--- src/rtl/charger_pkg.sv ---
// Shared constants and state encoding for the coin-operated charger.
package charger_pkg;

  typedef enum logic [1:0] {
    IDLE   = 2'd0,
    INPUT  = 2'd1,
    CHARGE = 2'd2
  } state_t;

  localparam int          AMOUNT_W   = 5;
  localparam logic [3:0]  DIGIT_MAX  = 4'd9;
  localparam logic [1:0]  MAX_DIGITS = 2'd2;

endpackage

--- src/rtl/sec_tick_gen.sv ---
// One-second tick divider; a synchronous clear restarts the count
// so the next tick is a full TICK_DIV cycles away.
module sec_tick_gen #(
  parameter int TICK_DIV = 50000000
) (
  input  logic clk,
  input  logic rst_n,
  input  logic clr,
  output logic tick
);

  localparam int CW = (TICK_DIV > 1) ? $clog2(TICK_DIV) : 1;
  localparam logic [CW-1:0] LAST = CW'(TICK_DIV - 1);

  logic [CW-1:0] r_cnt;

  always_ff @(posedge clk or negedge rst_n) begin
    if (!rst_n) begin
      r_cnt <= '0;
    end else if (clr || (r_cnt == LAST)) begin
      r_cnt <= '0;
    end else begin
      r_cnt <= r_cnt + 1'b1;
    end
  end

  assign tick = (r_cnt == LAST);

endmodule

--- src/rtl/charge_controller.sv ---
// Charger sequencing FSM: amount entry, timeout, timed charge.
// Optional: CHARGE_ABORT_EN lets clear abort a running charge.
module charge_controller
  import charger_pkg::*;
#(
  parameter int TICK_DIV        = 50000000,
  parameter int MAX_AMOUNT      = 20,
  parameter int SEC_PER_UNIT    = 2,
  parameter int INPUT_TIMEOUT_S = 10,
  parameter int TIME_W          = 6
) (
  input  logic                clk,
  input  logic                rst_n,
  input  logic [3:0]          key_value,
  input  logic                press_num,
  input  logic                start,
  input  logic                clear,
  input  logic                confirm,
  output logic [1:0]          state,
  output logic [AMOUNT_W-1:0] amount,
  output logic [TIME_W-1:0]   remain_time,
  output logic                charging,
  output logic                charge_done
);

  localparam int TOW = $clog2(INPUT_TIMEOUT_S + 1);
  localparam logic [TOW-1:0] TO_LAST = TOW'(INPUT_TIMEOUT_S - 1);
  localparam logic [AMOUNT_W-1:0] MAXA = AMOUNT_W'(MAX_AMOUNT);
  localparam logic [TIME_W-1:0] SPU = TIME_W'(SEC_PER_UNIT);

  state_t              r_state, w_state_nxt;
  logic [AMOUNT_W-1:0] r_amount, w_amount_nxt;
  logic [TIME_W-1:0]   r_remain, w_remain_nxt;
  logic                r_charging, w_charging_nxt;
  logic                r_done, w_done_nxt;
  logic [1:0]          r_digits, w_digits_nxt;
  logic [TOW-1:0]      r_to_cnt, w_to_nxt;
  logic                w_tick;
  logic                w_tclr;
  logic                w_key;
  logic [8:0]          w_acc;

  sec_tick_gen #(
    .TICK_DIV(TICK_DIV)
  ) u_tick (
    .clk  (clk),
    .rst_n(rst_n),
    .clr  (w_tclr),
    .tick (w_tick)
  );

  assign w_tclr = (w_state_nxt != r_state);
  assign w_key  = start | clear | confirm | press_num;
  assign w_acc  = 9'(r_amount) * 9'd10 + 9'(key_value);

  always_comb begin
    w_state_nxt    = r_state;
    w_amount_nxt   = r_amount;
    w_remain_nxt   = r_remain;
    w_charging_nxt = r_charging;
    w_done_nxt     = 1'b0;
    w_digits_nxt   = r_digits;
    w_to_nxt       = r_to_cnt;
    unique case (r_state)
      IDLE: begin
        if (start) begin
          w_state_nxt  = INPUT;
          w_amount_nxt = '0;
          w_digits_nxt = '0;
          w_to_nxt     = '0;
        end
      end
      INPUT: begin
        if (w_key) begin
          w_to_nxt = '0;
        end else if (w_tick) begin
          if (r_to_cnt == TO_LAST) begin
            w_state_nxt  = IDLE;
            w_amount_nxt = '0;
            w_digits_nxt = '0;
            w_to_nxt     = '0;
          end else begin
            w_to_nxt = r_to_cnt + 1'b1;
          end
        end
        if (start || clear) begin
          w_amount_nxt = '0;
          w_digits_nxt = '0;
        end else if (confirm) begin
          if (r_amount != '0) begin
            w_state_nxt    = CHARGE;
            w_remain_nxt   = TIME_W'(r_amount) * SPU;
            w_charging_nxt = 1'b1;
          end
        end else if (press_num && (key_value <= DIGIT_MAX)
                     && (r_digits < MAX_DIGITS)) begin
          w_amount_nxt = (w_acc > 9'(MAX_AMOUNT)) ? MAXA
                                                  : w_acc[AMOUNT_W-1:0];
          w_digits_nxt = r_digits + 1'b1;
        end
      end
      CHARGE: begin
        if (w_tick) begin
          if (r_remain == TIME_W'(1)) begin
            w_state_nxt    = IDLE;
            w_remain_nxt   = '0;
            w_charging_nxt = 1'b0;
            w_done_nxt     = 1'b1;
            w_amount_nxt   = '0;
          end else begin
            w_remain_nxt = r_remain - 1'b1;
          end
        end
`ifdef CHARGE_ABORT_EN
        // Abort wins over a coincident final tick: no done pulse.
        if (clear) begin
          w_state_nxt    = IDLE;
          w_remain_nxt   = '0;
          w_charging_nxt = 1'b0;
          w_done_nxt     = 1'b0;
          w_amount_nxt   = '0;
        end
`endif
      end
      default: begin
        w_state_nxt    = IDLE;
        w_amount_nxt   = '0;
        w_remain_nxt   = '0;
        w_charging_nxt = 1'b0;
      end
    endcase
  end

  always_ff @(posedge clk or negedge rst_n) begin
    if (!rst_n) begin
      r_state    <= IDLE;
      r_amount   <= '0;
      r_remain   <= '0;
      r_charging <= 1'b0;
      r_done     <= 1'b0;
      r_digits   <= '0;
      r_to_cnt   <= '0;
    end else begin
      r_state    <= w_state_nxt;
      r_amount   <= w_amount_nxt;
      r_remain   <= w_remain_nxt;
      r_charging <= w_charging_nxt;
      r_done     <= w_done_nxt;
      r_digits   <= w_digits_nxt;
      r_to_cnt   <= w_to_nxt;
    end
  end

  assign state       = r_state;
  assign amount      = r_amount;
  assign remain_time = r_remain;
  assign charging    = r_charging;
  assign charge_done = r_done;

endmodule

--- config.mk ---
export PLATFORM = sky130hd
export DESIGN_NAME = charge_controller
export DESIGN_NICKNAME = d
export VERILOG_FILES = /design/src/rtl/charger_pkg.sv /design/src/rtl/sec_tick_gen.sv /design/src/rtl/charge_controller.sv
export SDC_FILE = /design/constraint.sdc
export NUM_CORES = 1
export LEC_CHECK = 0
export ABC_CLOCK_PERIOD_IN_PS = 3200
export BUFFER_PORTS_ARGS = -buffer_cell sky130_fd_sc_hd__buf_4
export CAP_MARGIN = 15
export CORE_MARGIN = 1
export CORE_UTILIZATION = 50
export DETAILED_ROUTE_END_ITERATION = 8
export PLACE_DENSITY = 0.68
export SLEW_MARGIN = 25
export SYNTH_ARGS = -nofsm -noshare
export SYNTH_HDL_FRONTEND = slang
export SYNTH_SLANG_ARGS = --single-unit
--- constraint.sdc ---
create_clock -name clk -period 3.2 [get_ports clk]
set_clock_uncertainty 0.15 [all_clocks]
set_input_delay 0.64 -clock clk [delete_from_list [all_inputs] [get_ports clk]]
set_output_delay 0.64 -clock clk [all_outputs]
set_load 0.01 [all_outputs]
# Yosys cells after proc, flatten, opt, wreduce, memory -nomap -nowiden
# Index checks and enable logic that the tools add are counted.
word_totals:
  register_bits: 47
  latch_bits: 0
  ramBits: 0
  rom_bits: 0
  in_bits: 10
  output_inout_bits: 15
  word_cells: 96
  mem_count: 0
op_classes:
  n_addsub: 5
  n_mul: 1
  div: 0
  magnitude_cmp: 3
  eq_ne: 13
  shifts: 0
  mux: 50
  n_bitwise: 4
  n_reduce_logical: 12
op_table:
  columns: ["cell", "n"]
  rows:
  - ["$mux W5", 10]
  - ["$mux W2", 16]
  - ["$mux W6", 5]
  - ["$add A26 B1 Y26 const B", 1]
  - ["$eq A26 B26 Y1 const B", 1]
  - ["$mux W26", 1]
  - ["$pmux W6 S3", 1]
  - ["$mux W4", 4]
  - ["$pmux W5 S3", 1]
  - ["$ne A2 B2 Y1 const B", 5]
  - ["$add A9 B4 Y9", 1]
  - ["$gt A9 B5 Y1 const B", 1]
  - ["$mul A5 B3 Y8 const B", 1]
  - ["$mux W1", 8]
  - ["$pmux W4 S2", 1]
  - ["$eq A6 B1 Y1 const B", 1]
  - ["$pmux W2 S3", 1]
  - ["$reduce_and A3 Y1", 2]
  - ["$reduce_and A6 Y1", 1]
  - ["$sub A6 B1 Y6 const B", 1]
  - ["$reduce_and A5 Y1", 1]
  - ["$reduce_bool A5 Y1", 1]
  - ["$add A4 B1 Y4 const B", 1]
  - ["$eq A4 B4 Y1 const B", 1]
  - ["other kinds (17)", 21]

# Longest topological paths before layout
depth:
  depth_word: 11
  depth_mapped: 10
  mapped_depth_nobuf: 9

# Hierarchy
# A second synthesis with hierarchy kept.
hier_totals:
  hier_cells: 334
  hier_area_um2: 3131.8
modules_own_cells:
  columns: ["module", "instances", "cells_each", "area_each_um2", "seq_area_each_um2"]
  rows:
  - ["charge_controller", 1, 187, 1734.2, 525.5]
  - ["sec_tick_gen", 1, 147, 1397.6, 650.6]

# Least setup slack after synthesis
# Ideal clock, no wire load.
synth_path:
  kind: "register to register"
  start: "register u_tick.r_cnt[7]"
  end: "register u_tick.r_cnt[16]"
  setup_ps: 135
  arrival_ps: 2341
  t_required_ps: 2915
  path_slack_ps: 574
  path_stages_with_launch: 9
  path_buffers: 2
  period_less_slack_ps: 2626
  path_cell_list: "dfrtp_1 > or3_1 > or3_1 > buf_2 > nor4_4 > a21oi_2 > nor4_4 > buf_6 > nor4_1"
synth_between:
  elab_chain_len: 10
  word_cells_on_any_way: 12
  cone_classes: "add/sub: 1; eq/ne: 2; mux: 8; reduce/logical: 1"
synth_lines:
  columns: ["element", "line", "rtl"]
  rows:
  - ["start: declaration", "sec_tick_gen.sv:15", "logic [CW-1:0] r_cnt;"]
  - ["start signal: assignment", "sec_tick_gen.sv:23", "r_cnt <= r_cnt + 1'b1;"]
  - ["$eq A26 B26 Y1", "sec_tick_gen.sv:20, sec_tick_gen.sv:27", null]
  - ["$mux W2", "charge_controller.sv:76", "end else if (w_tick) begin"]
  - ["$mux W2", "charge_controller.sv:74", "if (w_key) begin"]
  - ["$mux W2", "charge_controller.sv:90", "if (r_amount != '0) begin"]
  - ["$mux W2", "charge_controller.sv:89", "end else if (confirm) begin"]
  - ["$mux W2", "charge_controller.sv:86", "if (start || clear) begin"]
  - ["$pmux W2 S3", "charge_controller.sv:64", "unique case (r_state)"]
  - ["$ne A2 B2 Y1", "charge_controller.sv:52", "assign w_tclr = (w_state_nxt != r_state);"]
  - ["$logic_or A1 B1 Y1", "sec_tick_gen.sv:20", "end else if (clr || (r_cnt == LAST)) begin"]
  - ["$mux W26 (*)", "sec_tick_gen.sv:20", null]
# Mark *: on every way between the ends. The rest lies on a longest branch, timed or not.
# A chain may end at the register's enable or synchronous reset.

# Worst setup path after layout
layout_path:
  start: "register u_tick.r_cnt[7]"
  end: "register r_remain[2], in the netlist remain_time[2]"
layout_between:
  elab_chain_len: 3
layout_lines:
  columns: ["element", "line", "rtl"]
  rows:
  - ["$eq A26 B26 Y1", "sec_tick_gen.sv:27", "assign tick = (r_cnt == LAST);"]
  - ["$ne A2 B1 Y1 (no line)", null, null]
  - ["$reduce_and A5 Y1 (no line)", null, null]
  - ["end signal: assignment", "charge_controller.sv:146", "r_remain <= w_remain_nxt;"]
  - ["end: declaration", "charge_controller.sv:33", "logic [TIME_W-1:0] r_remain, w_remain_nxt;"]
# No other way between the ends.

==> impl_metrics.tcl <==
set metrics [dict create \
    synth_nets 354 \
    mostFrequentLayoutCell "dfrtp_1" \
    synth_edf_count 0 \
    cts_tree "built" \
    clock_power_share_pct 26.7 \
    path_clk_slew_ns 0.09 \
    path_depth 7 \
    port_buffers 24 \
    synth_area_um2 2995 \
    num_antenna_cells 0 \
    synth_top_area_cell "dfrtp_1" \
    fin_area_um2 3387 \
    drive_gt1_share_pct 14.53 \
    multiInputGateArea_um2 1740 \
    drv_slew 0 \
    worstMarginPinSlew_ns 0.7405 \
    critPathMaxStageDelay_ns 0.48 \
    clockBufferDepth 2 \
    power.density_nw_per_um2 466.3 \
    regToRegEndpoint "remain_time[2]$_DFFE_PN0P_" \
    insertion_delay_ns 0.30 \
    syn_avg_cell_area_um2 9.245 \
    setup_viol 0 \
    cpLargestDelayFamily "simple AND/OR/NAND/NOR gates" \
    synthFlopType "dfrtp_1" \
    gp_congestion 0.8078 \
    core_area_um2 5642 \
    path_buf_inv 1 \
    wirelength_um 6555 \
    grt_max_degree 48 \
    critPathKind "reg -> reg" \
    layout_common_cells "dfrtp_1 (47), nand2_1 (32), buf_4 (32)" \
    cts_inserted_buffers 5 \
    p_comb_share_pct 30.7 \
    root_buffer "clkbuf_8" \
    ir_worst_vdd_v 0.0003440 \
    rows 27 \
    arrival_ns 2.91 \
    r2r-start "u_tick.r_cnt[7]$_DFF_PN0_" \
    power_leakage_nw 1.481 \
    worst_path_most_repeated_cell "or3_1" \
    slew_headroom_pct 50.63 \
    overflow 0 \
    cts_sinks 47 \
    io_pins 25 \
    synth_area_leaders "dfrtp_1 (39%), ha_1 (7.5%), nor4_1 (6.5%)" \
    drv_cap 0 \
    period_share_pct 89.72 \
    synth_seq_area_share_pct 39.26 \
    hp-class "in -> async" \
    postRouteAntennaNets 0 \
    crit_start "u_tick.r_cnt[7]$_DFF_PN0_" \
    worstPathRequired_ns 3.24 \
    holdBufCountCts 0 \
    critPathMaxFanout 12 \
    hold_violations 0 \
    worstSetupStartpointType "register" \
    fin_setup_tns_ns 0 \
    grt_pass1_vias 2537 \
    antenna_found_initial 0 \
    vias_per_cell 5.922 \
    grt_pass1_wl_um 11630 \
    p_seq_share_pct 42.6 \
    drt_iter0_drc 115 \
    crit_chain "or3_1, or3_1, buf_4, o31ai_1, and3b_1, o21ai_0, a22o_1" \
    synth_cell_types 48 \
    post_drt_wl_per_cell_um 15.50 \
    placed_cell_area_um2 3279 \
    r2r_cells 7 \
    critPathCapture "remain_time[2]$_DFFE_PN0P_" \
    die_y_um 79.40 \
    synth_top_area_share_pct 39.26 \
    die_area_um2 6304 \
    cts_max_level 2 \
    synth_cells 324 \
    p_switching_w 0.0005491 \
    die-width_um 79.40 \
    layout.nets 381 \
    critPathCaptureType "register" \
    swShare_pct 34.77 \
    timing.fmax_mhz 348.3 \
    ys_warn_count 0 \
    slowest_stage "and3b_1" \
    dp_hpwl_um 4626 \
    drc 0 \
    ys_ff_latch 47 \
    area_growth_pct 13.07 \
    rsz0062_at_grt "false" \
    track_usage_pct 23.45 \
    p_int_w 0.001030 \
    vias 2505 \
    regArea_um2 1176 \
    fill_cells 504 \
    drtPass1Iterations 6 \
    async_flop_share_pct 100.0 \
    status "completed" \
    period_needed_ns 2.871 \
    start_util_pct 53.09 \
    r2r_setup_slack_ns 0.33 \
]
## metrics by stage
step	total power [W]	cells	hold slack (ns)	setup slack (ns)	utilization, %
global placement	0.001154	416	0.3371	0.2605	57.93
detailed placement	0.001165	416	0.3468	0.1908	58.13
floorplan	0.001039	324	0.1944	0.5744	-
global route	0.001681	423	0.2418	0.03020	60.04
CTS	0.001593	423	0.2171	0.1836	59.95
finish	0.001579	423	0.1828	0.3291	60.04
## power groups by stage
stage               Combinational, W  Clock [W]  Sequential [W]
global placement            0.000471          0        0.000683
CTS                         0.000483   0.000438        0.000672
detailed placement          0.000481          0        0.000683
finish                      0.000486   0.000422        0.000672
floorplan                   0.000359          0        0.000679
global route                0.000546   0.000458        0.000677
## metal layers
layer,vias to the layer above,GRT usage [%],share of wire (%)
met1,1223,32.01,50
met5,-,0,0
li1,1243,-,-
met3,6,3.429,2.3
met4,0,6.545,0.88
met2,33,38.79,47
## layout make-up
cell class / count / share of cell area (%)
Sequential cell: 47 / 34.72
Clock buffer: 6 / 2.143
Tap cell: 72 / 2.660
Multi-Input combinational cell: 255 / 51.39
Clock inverter: 1 / 0.8866
Inverter: 10 / 1.108
Timing Repair Buffer: 32 / 7.093
## worst min-delay path by stage
| stage | from | end | slack (ns) |
|---|---|---|---|
| 2_1_floorplan | rst_n | amount[0]$_DFFE_PN0P_ | 0.19 |
| 3_3_place_gp | r_digits[0]$_DFFE_PN0P_ | r_digits[1]$_DFFE_PN0P_ | 0.34 |
| 3_5_place_dp | r_digits[0]$_DFFE_PN0P_ | r_digits[1]$_DFFE_PN0P_ | 0.35 |
| 4_1_cts | rst_n | amount[0]$_DFFE_PN0P_ | 0.22 |
| 5_1_grt | rst_n | amount[0]$_DFFE_PN0P_ | 0.24 |
| 6_report | rst_n | amount[0]$_DFFE_PN0P_ | 0.18 |
## synthesized netlist by cell type (7+ instances only)
cell / n
dfrtp_1: 47
xor2_1: 8
nand2_1: 32
nor2_1: 24
nor3_1: 13
o21ai_0: 16
nor4_1: 31
nand3_1: 18
xnor2_1: 19
ha_1: 18
nand4_1: 7
inv_1: 10
## cell families (layout without fill, tap and decap cells)
family          count (synthesis)  after routing  share of synthesized area, %
simple gates                  156            156                         28.49
compound gates                 51             51                         11.70
flops                          47             47                         39.26
xor+xnor                       27             27                         7.895
buf+inv                        22             49                         3.425
fa+ha+maj                      20             20                         8.856
mux                             1              1                        0.3759
## state kept, by name, indices dropped and copies added (netlist names)
name	cells
amount	5
charge_done	1
charging	1
r_digits	2
r_to_cnt	4
remain_time	6
state	2
u_tick.r_cnt	26
## worst register-to-register path, delay by kind of cell (launching register included)
kind	cells	cell delay (ns)
flops	1	0.44
compound gates	3	0.74
buf+inv	1	0.18
simple gates	3	1.26
## timing repair
| item | CTS | global route |
|---|---|---|
| endpoints found under the setup margin | 0 | 26 |
| resized for setup | 0 | 1 |
| buffers inserted | 0 | 0 |
Note: power is estimated with default switching activity, not from simulation.
